## src/rtl/cpu_types_pkg.sv

```systemverilog
// cpu_types_pkg: types shared by the CPU pipeline stages.
// Provides the word type, the fetch FSM states and the word size in bytes.
package cpu_types_pkg;

    localparam int WORD_BYTES = 4;

    typedef logic [31:0] word_t;

    typedef enum logic [1:0] {
        FETCH,
        HOLD,
        HALT
    } fetch_state_t;

endpackage

```

## src/rtl/fetch_unit_if.sv

```systemverilog
// fetch_unit_if: instruction-memory bus between fetch and imem.
// master = fetch (iREN, imemaddr out; imemload, ihit in), slave = memory.
interface fetch_unit_if #(
    parameter int WORD_W = 32
);
    logic              iREN;
    logic [WORD_W-1:0] imemaddr;
    logic [WORD_W-1:0] imemload;
    logic              ihit;

    modport master (
        output iREN,
        output imemaddr,
        input  imemload,
        input  ihit
    );

    modport slave (
        input  iREN,
        input  imemaddr,
        output imemload,
        output ihit
    );
endinterface

```

## src/rtl/fetch_latch.sv

```systemverilog
// fetch_latch: IF/ID pipeline register {instr, pc4, valid}.
// en loads instr_i/pc4_i with valid=1; clr (higher priority) drops valid only.
module fetch_latch #(
    parameter int WORD_W = 32
) (
    input  logic              CLK,
    input  logic              nRST,
    input  logic              en,
    input  logic              clr,
    input  logic [WORD_W-1:0] instr_i,
    input  logic [WORD_W-1:0] pc4_i,
    output logic [WORD_W-1:0] instr_q,
    output logic [WORD_W-1:0] pc4_q,
    output logic              valid_q
);

    logic [WORD_W-1:0] instr_d;
    logic [WORD_W-1:0] pc4_d;
    logic              valid_d;

    always_comb begin
        instr_d = instr_q;
        pc4_d   = pc4_q;
        valid_d = valid_q;
        if (clr) begin
            valid_d = 1'b0;
        end else if (en) begin
            instr_d = instr_i;
            pc4_d   = pc4_i;
            valid_d = 1'b1;
        end
    end

    always_ff @(posedge CLK or negedge nRST) begin
        if (!nRST) begin
            instr_q <= '0;
            pc4_q   <= '0;
            valid_q <= 1'b0;
        end else begin
            instr_q <= instr_d;
            pc4_q   <= pc4_d;
            valid_q <= valid_d;
        end
    end

endmodule

```

## src/rtl/fetch_unit.sv

```systemverilog
// fetch_unit: IF stage; requests imem at pc, fills IF/ID, drives pc_next/pcWEN.
// Ports: CLK, nRST, pc in, pc_next/pcWEN out, imem bus (master), stall, flush,
// redirect_pc, halt_req in; instr_out, pc4_out, valid_out, halted out.
module fetch_unit
    import cpu_types_pkg::*;
#(
    parameter int              WORD_W  = 32,
    parameter logic [WORD_W-1:0] PC_INIT = '0
) (
    input  logic              CLK,
    input  logic              nRST,
    input  logic [WORD_W-1:0] pc,
    output logic [WORD_W-1:0] pc_next,
    output logic              pcWEN,
    fetch_unit_if.master      imem,
    input  logic              stall,
    input  logic              flush,
    input  logic [WORD_W-1:0] redirect_pc,
    input  logic              halt_req,
    output logic [WORD_W-1:0] instr_out,
    output logic [WORD_W-1:0] pc4_out,
    output logic              valid_out,
    output logic              halted
);

    fetch_state_t      state_q, state_d;
    logic              squash_q, squash_d;
    logic              halt_pend_q, halt_pend_d;
    logic [WORD_W-1:0] tgt_q, tgt_d;
    logic [WORD_W-1:0] buf_instr_q, buf_instr_d;
    logic [WORD_W-1:0] buf_pc4_q, buf_pc4_d;

    logic [WORD_W-1:0] pc4;
    logic [WORD_W-1:0] lat_instr;
    logic [WORD_W-1:0] lat_pc4;
    logic              lat_en;
    logic              lat_clr;
    logic              iren_c;
    logic              pcwen_c;

    assign pc4           = pc + WORD_W'(WORD_BYTES);
    assign imem.imemaddr = pc;
    // No request or PC write while reset is held: in-flight ihit is ignored.
    assign imem.iREN     = iren_c & nRST;
    assign pcWEN         = pcwen_c & nRST;
    assign halted        = (state_q == HALT);

    always_comb begin
        state_d     = state_q;
        squash_d    = squash_q;
        halt_pend_d = halt_pend_q;
        tgt_d       = tgt_q;
        buf_instr_d = buf_instr_q;
        buf_pc4_d   = buf_pc4_q;
        iren_c      = 1'b0;
        pcwen_c     = 1'b0;
        pc_next     = pc4;
        lat_en      = 1'b0;
        lat_clr     = 1'b0;
        lat_instr   = imem.imemload;
        lat_pc4     = pc4;
        unique case (state_q)
            FETCH: begin
                iren_c = 1'b1;
                if (halt_req || halt_pend_q) begin
                    // Let the outstanding request finish, then drop it.
                    lat_clr = 1'b1;
                    if (imem.ihit) begin
                        state_d     = HALT;
                        halt_pend_d = 1'b0;
                    end else begin
                        halt_pend_d = 1'b1;
                    end
                end else if (imem.ihit && (squash_q || flush)) begin
                    pc_next  = flush ? redirect_pc : tgt_q;
                    pcwen_c  = 1'b1;
                    squash_d = 1'b0;
                    lat_clr  = 1'b1;
                end else if (imem.ihit && !stall) begin
                    lat_en  = 1'b1;
                    pcwen_c = 1'b1;
                end else if (imem.ihit) begin
                    // Decode stalled: park the word, keep the PC moving.
                    buf_instr_d = imem.imemload;
                    buf_pc4_d   = pc4;
                    pcwen_c     = 1'b1;
                    state_d     = HOLD;
                end else if (flush) begin
                    // Address must stay put until ihit; redirect later.
                    squash_d = 1'b1;
                    tgt_d    = redirect_pc;
                    lat_clr  = 1'b1;
                end
            end
            HOLD: begin
                if (halt_req) begin
                    state_d = HALT;
                    lat_clr = 1'b1;
                end else if (flush) begin
                    lat_clr = 1'b1;
                    pc_next = redirect_pc;
                    pcwen_c = 1'b1;
                    state_d = FETCH;
                end else if (!stall) begin
                    lat_en    = 1'b1;
                    lat_instr = buf_instr_q;
                    lat_pc4   = buf_pc4_q;
                    state_d   = FETCH;
                end
            end
            HALT: begin
                lat_clr = 1'b1;
            end
            default: begin
                state_d = FETCH;
            end
        endcase
    end

    always_ff @(posedge CLK or negedge nRST) begin
        if (!nRST) begin
            state_q     <= FETCH;
            squash_q    <= 1'b0;
            halt_pend_q <= 1'b0;
            tgt_q       <= PC_INIT;
            buf_instr_q <= '0;
            buf_pc4_q   <= '0;
        end else begin
            state_q     <= state_d;
            squash_q    <= squash_d;
            halt_pend_q <= halt_pend_d;
            tgt_q       <= tgt_d;
            buf_instr_q <= buf_instr_d;
            buf_pc4_q   <= buf_pc4_d;
        end
    end

    fetch_latch #(
        .WORD_W (WORD_W)
    ) u_if_id (
        .CLK     (CLK),
        .nRST    (nRST),
        .en      (lat_en),
        .clr     (lat_clr),
        .instr_i (lat_instr),
        .pc4_i   (lat_pc4),
        .instr_q (instr_out),
        .pc4_q   (pc4_out),
        .valid_q (valid_out)
    );

endmodule
```

## src/flat_wrapper.sv

```systemverilog
// flat-port wrapper written by rule: the top's interface ports become plain ports
module fetch_unit_flat import cpu_types_pkg::*;
#(
    parameter int              WORD_W  = 32,
    parameter logic [WORD_W-1:0] PC_INIT = '0
)
  (CLK, nRST, pc, pc_next, pcWEN, stall, flush, redirect_pc, halt_req, instr_out, pc4_out, valid_out, halted, imem_iREN, imem_imemaddr, imem_imemload, imem_ihit);
  fetch_unit_if #(.WORD_W(WORD_W)) imem_i ();
  input  logic CLK;
  input  logic nRST;
  input  logic [WORD_W-1:0] pc;
  output logic [WORD_W-1:0] pc_next;
  output logic pcWEN;
  input  logic stall;
  input  logic flush;
  input  logic [WORD_W-1:0] redirect_pc;
  input  logic halt_req;
  output logic [WORD_W-1:0] instr_out;
  output logic [WORD_W-1:0] pc4_out;
  output logic valid_out;
  output logic halted;
  output wire logic [$bits(imem_i.iREN)-1:0] imem_iREN;
  output wire logic [$bits(imem_i.imemaddr)-1:0] imem_imemaddr;
  input wire logic [$bits(imem_i.imemload)-1:0] imem_imemload;
  input wire logic [$bits(imem_i.ihit)-1:0] imem_ihit;
  assign imem_iREN = imem_i.iREN;
  assign imem_imemaddr = imem_i.imemaddr;
  assign imem_i.imemload = imem_imemload;
  assign imem_i.ihit = imem_ihit;
  fetch_unit #(.WORD_W(WORD_W), .PC_INIT(PC_INIT)) u_core (.CLK(CLK), .nRST(nRST), .pc(pc), .pc_next(pc_next), .pcWEN(pcWEN), .imem(imem_i), .stall(stall), .flush(flush), .redirect_pc(redirect_pc), .halt_req(halt_req), .instr_out(instr_out), .pc4_out(pc4_out), .valid_out(valid_out), .halted(halted));
endmodule
```

## config.mk

```make
export PLATFORM = sky130hd
export DESIGN_NAME = fetch_unit_flat
export DESIGN_NICKNAME = d
export VERILOG_FILES = /design/src/rtl/cpu_types_pkg.sv /design/src/rtl/fetch_unit_if.sv /design/src/rtl/fetch_latch.sv /design/src/rtl/fetch_unit.sv /design/src/flat_wrapper.sv
export SDC_FILE = /design/constraint.sdc
export NUM_CORES = 1
export LEC_CHECK = 0
export CORE_ASPECT_RATIO = 1.25
export CORE_MARGIN = 8
export CORE_UTILIZATION = 25
export DETAILED_ROUTE_END_ITERATION = 12
export GPL_TIMING_DRIVEN = 0
export SLEW_MARGIN = 30
export SYNTH_ARGS = -nofsm -noshare
export SYNTH_HDL_FRONTEND = slang
export SYNTH_HIERARCHICAL = 1
export SYNTH_SLANG_ARGS = --single-unit
```

## constraint.sdc

```tcl
create_clock -name CLK -period 3.6 [get_ports CLK]
set_input_delay 0.72 -clock CLK [delete_from_list [all_inputs] [get_ports CLK]]
set_output_delay 0.72 -clock CLK [all_outputs]
set_load 0.03 [all_outputs]
```

## Yosys cells after proc, flatten, opt, wreduce, memory -nomap -nowiden

Cells that the tools add are included.

- Flip-flop bits (word level): 165
- Bits of input ports: 102
- Output and inout bits: 132
- Logic and storage cells: 92

- Add/sub/neg operators: 1
- Eq/ne operators: 9
- Muxes and demuxes: 51
- Bitwise logic cells: 8
- Reductions and logical operators: 14

Operators by type and width:

| cell | number |
|---|---|
| 2-to-1 mux 32 bit | 13 |
| one-hot mux 32 bit (2 select lines) | 1 |
| adder 32 x 3 -> 32 bit (second input constant) | 1 |
| 2-to-1 mux 1 bit | 25 |
| 2-to-1 mux 2 bit | 8 |
| AND reduction 5 bit | 3 |
| inequality test 3 x 2 -> 1 bit (second input constant) | 2 |
| inverter 1 bit | 6 |
| one-hot mux 2 bit (3 select lines) | 1 |
| AND reduction 6 bit | 1 |
| inequality test 2 x 1 -> 1 bit (second input constant) | 2 |
| inequality test 4 x 2 -> 1 bit (second input constant) | 1 |
| inequality test 4 bit (second input constant) | 1 |
| one-hot mux 1 bit (2 select lines) | 2 |
| AND reduction 2 bit | 2 |
| nonzero test 2 bit | 2 |
| inequality test 3 bit (second input constant) | 1 |
| one-hot mux 1 bit (3 select lines) | 1 |
| bitwise AND 1 bit | 2 |
| equality test 2 x 1 -> 1 bit (second input constant) | 1 |
| equality test 2 bit (second input constant) | 1 |
| logical AND 1 bit | 2 |
| logical NOT 2 bit | 1 |
| logical OR 1 bit | 2 |
| logical NOT 1 bit | 1 |

## Longest topological paths before layout

- Depth after elaboration: 8
- Depth in mapped cells: 10
- Gate-level depth less buffers: 7

## Cells and area by module

Netlist, hierarchy kept.

Modules (own cells, without submodules):

| module | times used | cells each | area an instance (um^2) | seq. area each (um^2) |
|---|---|---|---|---|
| fetch_unit | 1 | 654 | 6492.5 | 2502.4 |
| fetch_latch | 1 | 139 | 2733.9 | 1626.6 |

## Worst setup path after synthesis

OpenSTA, ideal clock, no wires.

- Path type: in2out
- Start point: input pc[2]
- End point: output pc_next[20]
- Arrival time: 2.587 ns
- Data required time: 2.880 ns
- Path slack: 0.293 ns
- Stages on the path: 7
- Path buffers: 1
- Path through: ha_1 > nand4_2 > or3_1 > clkbuf_1 > nor3_1 > xnor2_1 > o21ai_0

- Cells in the longest elaborated chain, start to end: 4
- Elaborated cells between the ends (all ways): 6
- Those cells by class: add/sub (1); mux (5)

RTL lines:

| what | RTL line | RTL |
|---|---|---|
| from (decl) | flat_wrapper.sv:11 | `input logic [WORD_W-1:0] pc;` |
| adder 32 x 3 -> 32 bit * | fetch_unit.sv:41 | `assign pc4 = pc + WORD_W'(WORD_BYTES);` |
| 2-to-1 mux 32 bit (on tied branches) | fetch_unit.sv:99, fetch_unit.sv:74 |  |
| 2-to-1 mux 32 bit (on tied branches) | fetch_unit.sv:96, fetch_unit.sv:65 |  |
| one-hot mux 32 bit (2 select lines) * | fetch_unit.sv:62 | `unique case (state_q)` |
| to (decl) | flat_wrapper.sv:12 | `output logic [WORD_W-1:0] pc_next;` |

Mark *: on every way between the ends. The rest lies on a longest branch, timed or not.

## Final worst setup path

- Start point: input pc[19]
- End point: output pc_next[26]

The elaborated chain is that of the path after synthesis.

==> out/metrics.yaml <==
drive_gt1_frac: 0.307
detail_route.vias_per_cell: 4.63
synth-seq-cells: 165
worst_setup_path_end_kind: "output pin"
totalWireLength_mm: 30.2
grt_max_degree: 81
clock_latency_ps: 440
cap_violations: 0
p_per_area_nw_per_um2: 340
synthToLayoutAreaGrowth_pct: 40.1
fin_tns_setup_ps: 0
postSynthAreaPerCell_um2: 11.6
grt_pass1_vias: 7485
vias: 7148
synthCells: 793
worst_path_largest_cell_delay_ps: 590
gp_congestion: 0.877
p_leak_nw: 5.78
clk_pin_slew_ps: 60
fill_cells: 3630
synth_seq_area_share: 0.448
crit_family: "buffers and inverters"
gr-usage-all-layers: 0.139
synth_ff_type: "dfrtp_1"
cts_buffers: 17
first_iter_violations: 301
rsz0062_at_grt: "no"
p_total_mw: 4.40
clock_skew_ps: 9.77
antenna_found_initial: 2
clock_path_buffers: 2
critical_path_buf_inv_count: 4
overflow: 0
die_h_um: 231
critPathLaunchType: "primary input"
ant_nets: 0
cp.arrival_ps: 2780
fp.dieW_um: 188
slew-limit-headroom: 0.411
cpMostUsedCell: "buf_4"
worstPathCellList: "clkdlybuf4s50_1 > and4_2 > nand4_1 > buf_4 > buf_4 > nor3_2 > xnor2_2 > a21oi_2 > buf_4"
max_freq_mhz: 285
numPortBuffers: 229
slew_viol_final: 0
synth.distinct_cells: 60
cts_max_level: 4
synth_edf_count: 0
regArea_um2: 4130
synth_area_um2: 9230
worstPathRequired_ps: 2880
synth.net_count: 896
dp_hpwl_mm: 23.5
coreArea_um2: 36300
first_pass_iters: 5
dpl_cell_area_um2: 12200
async_flop_share: 1.00
drc: 0
clock-sinks: 165
multi_input_area_um2: 4610
postLayoutCellArea_um2: 12900
status: "complete, no violations"
grt_pass1_wl_mm: 46.7
clockRootBuffer: "clkbuf_16"
nNetsFinal: 1153
min_path_type: "in2async"
pin_count: 234
hold_viol: 0
die-area_um2: 43300
wl_per_cell_um: 19.5
ir_drop_v: 0.000327
cp_max_fo: 5
yosys_warnings: 6
cpMaxStageDelayCell: "clkdlybuf4s50_1"
period_share: 0.974
rows: 78
cts_tree: "yes"
initial_core_util: 0.254
finalSetupViolCount: 0
finalCriticalPeriod_ps: 3500
tightest_slew_ps: 884
critical_path_class: "in2out"
==> worst register-to-register path, cell delays in order (launching register included) <==
cell      delay, ps
dfrtp_1         340
buf_6           150
nand2b_1        330
nor2_1          100
nand2_1         150
clkbuf_1        450
buf_6           220
buf_2           290
mux2_2          370
mux2_4          250
==> sequential cells by signal (all words and copies together) (netlist names) <==
name and flops:
u_core/u_if_id/instr_q 32, u_core/squash_q 1, u_core/state_q 2, u_core/buf_instr_q 32
u_core/tgt_q 32, u_core/u_if_id/pc4_q 32, u_core/u_if_id/valid_q 1, u_core/halt_pend_q 1
u_core/buf_pc4_q 32
==> path summary, 6_finish.rpt <==
path	slack (ps)	cells after the start	from	to
max	100	9	pc[19]	pc_next[26]
min	140	1	nRST	u_core/buf_instr_q[25]$_DFFE_PN0P_
max reg2reg	840	9	u_core/state_q[1]$_DFFE_PN0P_	u_core/u_if_id/instr_q[25]$_DFFE_PN0P_
min reg2reg	480	2	u_core/buf_pc4_q[5]$_DFFE_PN0P_	u_core/buf_pc4_q[5]$_DFFE_PN0P_
max in group asynchronous	2450	3	nRST	u_core/tgt_q[24]$_DFFE_PN0P_
min in group CLK	480	2	u_core/buf_pc4_q[5]$_DFFE_PN0P_	u_core/buf_pc4_q[5]$_DFFE_PN0P_
==> cell families (layout without fill, tap and decap cells) <==
family,after synthesis,after routing,synth area share
DFF,165,165,0.448
AOI/OAI and AO/OA,157,157,0.102
and+or+nand+nor,169,169,0.0938
adders and majority gates,1,1,0.00136
other,0,2,0
muxes,184,184,0.260
buffers and inverters,89,359,0.0686
xor gates and xnor gates,28,28,0.0266
==> power by group <==
part | total (mW) | switching (mW) | leakage [nW] | internal, mW
Clock | 1.84 | 0.812 | 0.281 | 1.03
Combinational | 0.633 | 0.339 | 3.23 | 0.294
Sequential | 1.92 | 0.0248 | 2.27 | 1.90
==> cell type report <==
| class | instances | area share |
|---|---|---|
| Antenna cell | 2 | 0.000387 |
| Buffer | 81 | 0.0477 |
| Clock buffer | 18 | 0.0332 |
| Clock inverter | 14 | 0.0117 |
| Inverter | 6 | 0.00174 |
| Multi-Input combinational cell | 539 | 0.357 |
| Sequential cell | 165 | 0.319 |
| Tap cell | 480 | 0.0464 |
| Timing Repair Buffer | 240 | 0.183 |
==> placed cells by master (no fill, tap or decap), types with 24 or more instances in the layout <==
cell type	n
nand2_1	51
buf_4	45
dlygate4sd2_1	24
clkdlybuf4s50_1	182
a21oi_1	51
o21ai_0	43
mux2_4	93
dfrtp_1	164
nor2_1	50
mux2_2	76
==> cell usage after synthesis, drive strengths merged (12+ instances only) <==
cell    count  area [µm²]
a21oi      52         260
a22oi      17         128
buf        61         528
clkbuf     22        82.6
dfrtp     165        4130
mux2      169        2250
mux2i      15         150
nand2      53         199
nor2       51         191
nor3       12        70.1
o21ai      54         270
xnor2      22         193
==> routing by layer <==
metal / track usage / wire (µm) / vias up
met3: 0.0377 / 1660 / 52
met5: 0 / 0 / -
met1: 0.167 / 13000 / 3541
met4: 0.0656 / 1030 / 0
met2: 0.229 / 14500 / 221
li1: - / - / 3334
==> metrics by stage <==
stage          std cells  utilization  setup slack, ps  hold WS [ps]
3_5_place_dp        1505        0.336            -1110           471
6_report            1545        0.356             95.1           144
5_1_grt             1544        0.356             2.70           143
2_1_floorplan        793            -              293           424
4_1_cts             1542        0.356            -23.2           122
3_3_place_gp        1502        0.334            -5690           462
==> repair_timing <==
item / in CTS / in global routing
pin swaps: 5 / 1
resized for setup: 126 / 26
hold buffers: 0 / 0
setup buffers: 7 / 1
setup endpoints to repair: 33 / 14
Note: power is estimated with default switching activity, not from simulation.
